--- config.mk ---
export PLATFORM = sky130hd
export DESIGN_NAME = pc_fetch_unit_flat
export DESIGN_NICKNAME = d
export VERILOG_FILES = /design/src/rtl/pc_fetch_unit_if.sv /design/src/rtl/pc_fetch_unit.sv /design/src/flat_wrapper.sv
export SDC_FILE = /design/constraint.sdc
export NUM_CORES = 1
export LEC_CHECK = 0
export BUFFER_PORTS_ARGS = -buffer_cell sky130_fd_sc_hd__buf_2
export CORE_MARGIN = 2
export CORE_UTILIZATION = 25
export DETAILED_ROUTE_END_ITERATION = 6
export GPL_TIMING_DRIVEN = 1
export PLACE_DENSITY = 0.57
export REMOVE_ABC_BUFFERS = 1
export SYNTH_ARGS = -nofsm -noshare
export SYNTH_HDL_FRONTEND = slang
export SYNTH_SLANG_ARGS = --single-unit
--- constraint.sdc ---
create_clock -name clk -period 9 [get_ports clk]
set_input_delay 1.8 -clock clk [delete_from_list [all_inputs] [get_ports clk]]
set_output_delay 1.8 -clock clk [all_outputs]
set_load 0.02 [all_outputs]
--- src/rtl/pc_fetch_unit_if.sv ---
// Signal bundle between the PC fetch stage and the Control block / datapath.
interface pc_fetch_unit_if;
  logic [2:0]  pcsrc;
  logic        branch_cond;
  logic [15:0] imm16;
  logic [25:0] jtarget;
  logic [31:0] rs_data;
  logic        irq_in;
  logic [31:0] pc;
  logic [31:0] pc_plus4;
  logic        irq;

  modport master (
    output pcsrc, branch_cond, imm16, jtarget, rs_data, irq_in,
    input  pc, pc_plus4, irq
  );

  modport slave (
    input  pcsrc, branch_cond, imm16, jtarget, rs_data, irq_in,
    output pc, pc_plus4, irq
  );
endinterface

--- src/rtl/pc_fetch_unit.sv ---
// Program-counter stage: PC register, next-PC selection and the
// synchronised, edge-detected, supervisor-masked interrupt request.
module pc_fetch_unit #(
  parameter logic [31:0] RESET_VEC   = 32'h8000_0000,
  parameter logic [31:0] ILLOP_VEC   = 32'h8000_0004,
  parameter logic [31:0] XADR_VEC    = 32'h8000_0008,
  parameter int unsigned SYNC_STAGES = 2
) (
  input  logic             clk,
  input  logic             reset,
  pc_fetch_unit_if.slave   bus
);

  localparam logic [2:0] PCSRC_SEQ    = 3'd0;
  localparam logic [2:0] PCSRC_BRANCH = 3'd1;
  localparam logic [2:0] PCSRC_JUMP   = 3'd2;
  localparam logic [2:0] PCSRC_JR     = 3'd3;
  localparam logic [2:0] PCSRC_INTR   = 3'd4;
  localparam logic [2:0] PCSRC_EXCP   = 3'd5;

  logic [31:0]            pc_q, pc_d;
  logic [SYNC_STAGES-1:0] sync_q, sync_d;
  logic                   edge_q, edge_d;
  logic                   pending_q, pending_d;

  logic [31:0] pc_plus4_s;
  logic [31:0] branch_tgt_s;
  logic [31:0] jump_tgt_s;
  logic [31:0] rjump_tgt_s;
  logic [30:0] imm_ext_s;
  logic        irq_sync_s;
  logic        rise_s;

  // Candidate targets; only the register jump may change the supervisor bit.
  always_comb begin
    pc_plus4_s   = {pc_q[31], pc_q[30:0] + 31'd4};
    imm_ext_s    = {{13{bus.imm16[15]}}, bus.imm16, 2'b00};
    branch_tgt_s = {pc_q[31], pc_plus4_s[30:0] + imm_ext_s};
    jump_tgt_s   = {pc_q[31], pc_plus4_s[30:28], bus.jtarget, 2'b00};
    rjump_tgt_s  = bus.rs_data & 32'hFFFF_FFFC;
  end

  // Next-PC select; undefined encodings fall back to the exception vector.
  always_comb begin
    pc_d = pc_plus4_s;
    case (bus.pcsrc)
      PCSRC_SEQ:    pc_d = pc_plus4_s;
      PCSRC_BRANCH: begin
        if (bus.branch_cond) begin
          pc_d = branch_tgt_s;
        end else begin
          pc_d = pc_plus4_s;
        end
      end
      PCSRC_JUMP:   pc_d = jump_tgt_s;
      PCSRC_JR:     pc_d = rjump_tgt_s;
      PCSRC_INTR:   pc_d = ILLOP_VEC;
      PCSRC_EXCP:   pc_d = XADR_VEC;
      default:      pc_d = XADR_VEC;
    endcase
  end

  // Interrupt synchroniser, rising-edge detect and sticky pending flag.
  always_comb begin
    sync_d     = {sync_q[SYNC_STAGES-2:0], bus.irq_in};
    irq_sync_s = sync_q[SYNC_STAGES-1];
    edge_d     = irq_sync_s;
    rise_s     = irq_sync_s & ~edge_q;
    if (rise_s) begin
      pending_d = 1'b1;
    end else if (bus.pcsrc == PCSRC_INTR) begin
      pending_d = 1'b0;
    end else begin
      pending_d = pending_q;
    end
  end

  // State registers.
  always_ff @(posedge clk or negedge reset) begin
    if (!reset) begin
      pc_q      <= RESET_VEC;
      sync_q    <= {SYNC_STAGES{1'b0}};
      edge_q    <= 1'b0;
      pending_q <= 1'b0;
    end else begin
      pc_q      <= pc_d;
      sync_q    <= sync_d;
      edge_q    <= edge_d;
      pending_q <= pending_d;
    end
  end

  assign bus.pc       = pc_q;
  assign bus.pc_plus4 = pc_plus4_s;
  assign bus.irq      = pending_q & ~pc_q[31];

endmodule

--- src/flat_wrapper.sv ---
// flat-port wrapper written by rule: the top's interface ports become plain ports
module pc_fetch_unit_flat 
#(
  parameter logic [31:0] RESET_VEC   = 32'h8000_0000,
  parameter logic [31:0] ILLOP_VEC   = 32'h8000_0004,
  parameter logic [31:0] XADR_VEC    = 32'h8000_0008,
  parameter int unsigned SYNC_STAGES = 2
)
  (clk, reset, bus_pcsrc, bus_branch_cond, bus_imm16, bus_jtarget, bus_rs_data, bus_irq_in, bus_pc, bus_pc_plus4, bus_irq);
  pc_fetch_unit_if bus_i ();
  input  logic clk;
  input  logic reset;
  input wire logic [$bits(bus_i.pcsrc)-1:0] bus_pcsrc;
  input wire logic [$bits(bus_i.branch_cond)-1:0] bus_branch_cond;
  input wire logic [$bits(bus_i.imm16)-1:0] bus_imm16;
  input wire logic [$bits(bus_i.jtarget)-1:0] bus_jtarget;
  input wire logic [$bits(bus_i.rs_data)-1:0] bus_rs_data;
  input wire logic [$bits(bus_i.irq_in)-1:0] bus_irq_in;
  output wire logic [$bits(bus_i.pc)-1:0] bus_pc;
  output wire logic [$bits(bus_i.pc_plus4)-1:0] bus_pc_plus4;
  output wire logic [$bits(bus_i.irq)-1:0] bus_irq;
  assign bus_i.pcsrc = bus_pcsrc;
  assign bus_i.branch_cond = bus_branch_cond;
  assign bus_i.imm16 = bus_imm16;
  assign bus_i.jtarget = bus_jtarget;
  assign bus_i.rs_data = bus_rs_data;
  assign bus_i.irq_in = bus_irq_in;
  assign bus_pc = bus_i.pc;
  assign bus_pc_plus4 = bus_i.pc_plus4;
  assign bus_irq = bus_i.irq;
  pc_fetch_unit #(.RESET_VEC(RESET_VEC), .ILLOP_VEC(ILLOP_VEC), .XADR_VEC(XADR_VEC), .SYNC_STAGES(SYNC_STAGES)) u_core (.clk(clk), .reset(reset), .bus(bus_i));
endmodule
==> results.sh <==
export IMPL_overflow=0
export IMPL_status="completed"
export IMPL_rsz0062_at_grt="no"
export IMPL_setup_tns_ps=0
export IMPL_use_met1_pct=21.1
export IMPL_end_kind="output port"
export IMPL_synthArstFlopShare_pct=100
export IMPL_nFillCells=1668
export IMPL_reg2reg_slack_ps=4620
export IMPL_drc=0
export IMPL_fmax_mhz=216
export IMPL_synth_simple_area_share_pct=20.2
export IMPL_worstSkewPairLatency_ps=290
export IMPL_synth_compound_area_share_pct=24.5
export IMPL_cts_resized=0
export IMPL_seq_power_share_pct=27.2
export IMPL_synth_avg_cell_area_um2=8.17
export IMPL_tightest_slew_ps=837
export IMPL_setup_viol=0
export IMPL_synth_fa_ha_area_share_pct=11.5
export IMPL_crit_type="flop to output port"
export IMPL_ys_types=59
export IMPL_vias=4027
export IMPL_p_per_area_nw_per_um2=136
export IMPL_hold_path_class="flop to flop"
export IMPL_ioPinCount=146
export IMPL_grt_pass1_wl_mm=20.5
export IMPL_p_sw_share_pct=40.8
export IMPL_nNetsFinal=722
export IMPL_worstPathRequired_ps=7200
export IMPL_synth_edf_count=0
export IMPL_worstPathArrival_ps=2830
export IMPL_place_gp_congestion=0.908
export IMPL_slew_viol_final=0
export IMPL_drt_wl_total_mm=13.2
export IMPL_multi_input_area_um2=2910
export IMPL_power_frac_comb_pct=45.6
export IMPL_drtAntennaViolNets=0
export IMPL_leakage_nw=2.45
export IMPL_fin_crit_sh_pct=51.4
export IMPL_start_util_pct=25.6
export IMPL_post_cts_buffers=0
export IMPL_area_delta_synth_final_pct=26.2
export IMPL_die_width_um=129
export IMPL_wire_per_inst_um=16.6
export IMPL_synthMuxAreaShare_pct=7.01
export IMPL_ys_flop_type="dfrtp_1"
export IMPL_cts_hold_buffers_added=0
export IMPL_ir_drop_v=0.0000624
export IMPL_cts_buffer_depth=2
export IMPL_drtIter0Drc=170
export IMPL_synth_cells=476
export IMPL_regArea_um2=852
export IMPL_use_met3_pct=2.70
export IMPL_grt_max_degree=35
export IMPL_min_path_cells=0
export IMPL_intPower_uw=395
export IMPL_postPlaceCellArea_um2=4760
export IMPL_clkPwrFrac_pct=27.2
export IMPL_yosys_area_share_xor_xnor_pct=11.0
export IMPL_drive_gt1_share_pct=25.9
export IMPL_core_um2=15200
export IMPL_first_pass_iters=4
export IMPL_holdPathEnd="u_core.sync_q[1]$_DFF_PN0_"
export IMPL_io_buffers=139
export IMPL_slew_headroom_pct=44.2
export IMPL_finalHoldViolCount=0
export IMPL_synth_top_family_by_area="compound AO/OA/AOI/OAI gates"
export IMPL_stdcell_area_um2=4910
export IMPL_cts_root_buf="clkbuf_16"
export IMPL_path_clk_slew_ps=60
export IMPL_rows=45
export IMPL_skew_ps=8.25
export IMPL_antenna_found_initial=1
export IMPL_finalCriticalPeriod_ps=4630
export IMPL_reg2reg_to="u_core.bus.pc[30]$_DFF_PN0_"
export IMPL_met2_usage_pct=27.1
export IMPL_net_switching_power_uw=272
export IMPL_reg2regPathDepth=14
export IMPL_reg2reg_from="u_core.bus.pc[2]$_DFF_PN0_"
export IMPL_critPathLaunchType="flop"
export IMPL_hp_start="u_core.sync_q[0]$_DFF_PN0_"
export IMPL_gr_max_usage_layer="met2"
export IMPL_die_h_um=129
export IMPL_cts_tree="yes"
export IMPL_htreeDepth=2
export IMPL_ys_seq_area_share_pct=21.9
export IMPL_grt_use_total_pct=16.0
export IMPL_hpwl_mm=10.3
export IMPL_synth_seq_cells=34
export IMPL_cts_sinks=34
export IMPL_first_global_vias=3864
export IMPL_syn_area_um2=3890
export IMPL_crit_path_max_fanout=6
export IMPL_cap_viol_max_count=0
export IMPL_ys_warn_count=0
export IMPL_vias_per_cell=5.06
export IMPL_cts_made_buffers=5
export IMPL_die_area_um2=16600
-- worst max-delay path by stage --
stage	from	end	slack, ps	cells after the start
floorplan	bus_imm16[0]	u_core.bus.pc[30]$_DFF_PN0_	4930	11
global placement	bus_imm16[0]	u_core.bus.pc[28]$_DFF_PN0_	4220	12
detailed placement	bus_imm16[0]	u_core.bus.pc[28]$_DFF_PN0_	4210	12
CTS	u_core.bus.pc[2]$_DFF_PN0_	bus_pc_plus4[28]	4330	7
global route	u_core.bus.pc[2]$_DFF_PN0_	bus_pc_plus4[28]	4210	7
finish	u_core.bus.pc[2]$_DFF_PN0_	bus_pc_plus4[28]	4370	7
-- kinds of logic (layout without fill, tap and decap cells) --
family                     after synthesis  in the layout
AOI/OAI and AO/OA                      137            137
xor gates and xnor gates                48             48
adders and majority gates               35             35
buffers and inverters                   34            162
DFF                                     34             34
muxes                                   27             27
other                                    1              5
and+or+nand+nor                        160            160
-- placed cells by master, fill, tap and decap left out, types with 9 or more instances in the layout --
cell type,synthesis,layout
a211oi_1,11,11
a21o_1,12,12
a21oi_1,32,32
and3_1,9,9
buf_2,0,139
dfrtp_1,33,33
ha_1,34,34
inv_1,12,12
mux2i_1,25,25
nand2_1,49,49
nand3_1,17,17
nor2_1,38,38
nor3_1,11,10
o21ai_0,12,12
o221ai_1,11,11
xnor2_1,25,25
xor2_1,22,22
-- synthesized netlist by cell type, types with 6 or more instances --
| library cell | count | area (µm²) |
|---|---|---|
| and3_1 | 9 | 56.3 |
| xor2_1 | 22 | 193 |
| nand2b_1 | 7 | 43.8 |
| o21bai_1 | 6 | 45.0 |
| nand2_1 | 49 | 184 |
| mux2i_1 | 25 | 250 |
| nand4_1 | 7 | 43.8 |
| nand3_1 | 17 | 85.1 |
| clkbuf_1 | 14 | 52.6 |
| o21a_1 | 8 | 60.1 |
| a21o_1 | 12 | 90.1 |
| o21ai_1 | 8 | 40.0 |
| inv_1 | 12 | 45.0 |
| nor2_1 | 38 | 143 |
| a211oi_1 | 11 | 82.6 |
| o221ai_1 | 11 | 96.3 |
| o21ai_0 | 12 | 60.1 |
| a21oi_1 | 32 | 160 |
| xnor2_1 | 25 | 219 |
| ha_1 | 34 | 425 |
| nor3_1 | 11 | 55.1 |
| dfrtp_1 | 33 | 826 |
-- registers in the layout, indices dropped and copies added, names as in the netlist --
| name | cells |
|---|---|
| u_core.sync_q | 2 |
| u_core.bus.pc | 30 |
| u_core.pending_q | 1 |
| u_core.edge_q | 1 |
-- per-stage QoR --
step / total power [mW] / std cells / hold WS (ps) / setup slack [ps] / util (%)
2_1_floorplan: 0.387 / 457 / 331 / 4930 / -
3_3_place_gp: 0.488 / 787 / 336 / 4220 / 31.3
3_5_place_dp: 0.488 / 787 / 335 / 4210 / 31.3
4_1_cts: 0.673 / 795 / 348 / 4330 / 32.3
5_1_grt: 0.714 / 795 / 372 / 4210 / 32.3
6_report: 0.667 / 796 / 347 / 4370 / 32.3
-- final cells by class --
class / instances / area share, %
Clock buffer: 7 / 2.91
Clock inverter: 1 / 0.102
Multi-Input combinational cell: 411 / 59.2
Sequential cell: 34 / 17.4
Inverter: 12 / 0.918
Tap cell: 188 / 4.79
Antenna cell: 1 / 0.0510
Timing Repair Buffer: 142 / 14.6
-- routing by layer --
layer / vias to the layer above / part of all wire, % / wire, µm
met5: - / 0 / 0
met4: 0 / 1.5 / 199
met3: 13 / 4.8 / 637
met2: 103 / 46 / 6100
li1: 2032 / - / -
met1: 1879 / 47 / 6270
-- critical path, cell delays in order (launching register included) --
cell,delay [ps]
dfrtp_1,430
ha_1,210
nand3_1,300
nor4_4,500
nand3_1,300
nor2_1,210
xor2_1,350
buf_2,240
-- power groups by stage --
stage                     combinational (mW)  clock [mW]  sequential, mW
after floorplan                        0.189           0           0.198
after global placement                 0.303           0           0.184
after detailed placement               0.304           0           0.184
after CTS                              0.306       0.186           0.182
after global routing                   0.338       0.192           0.184
final                                  0.304       0.181           0.182
Power figures use the tool's default switching activity.
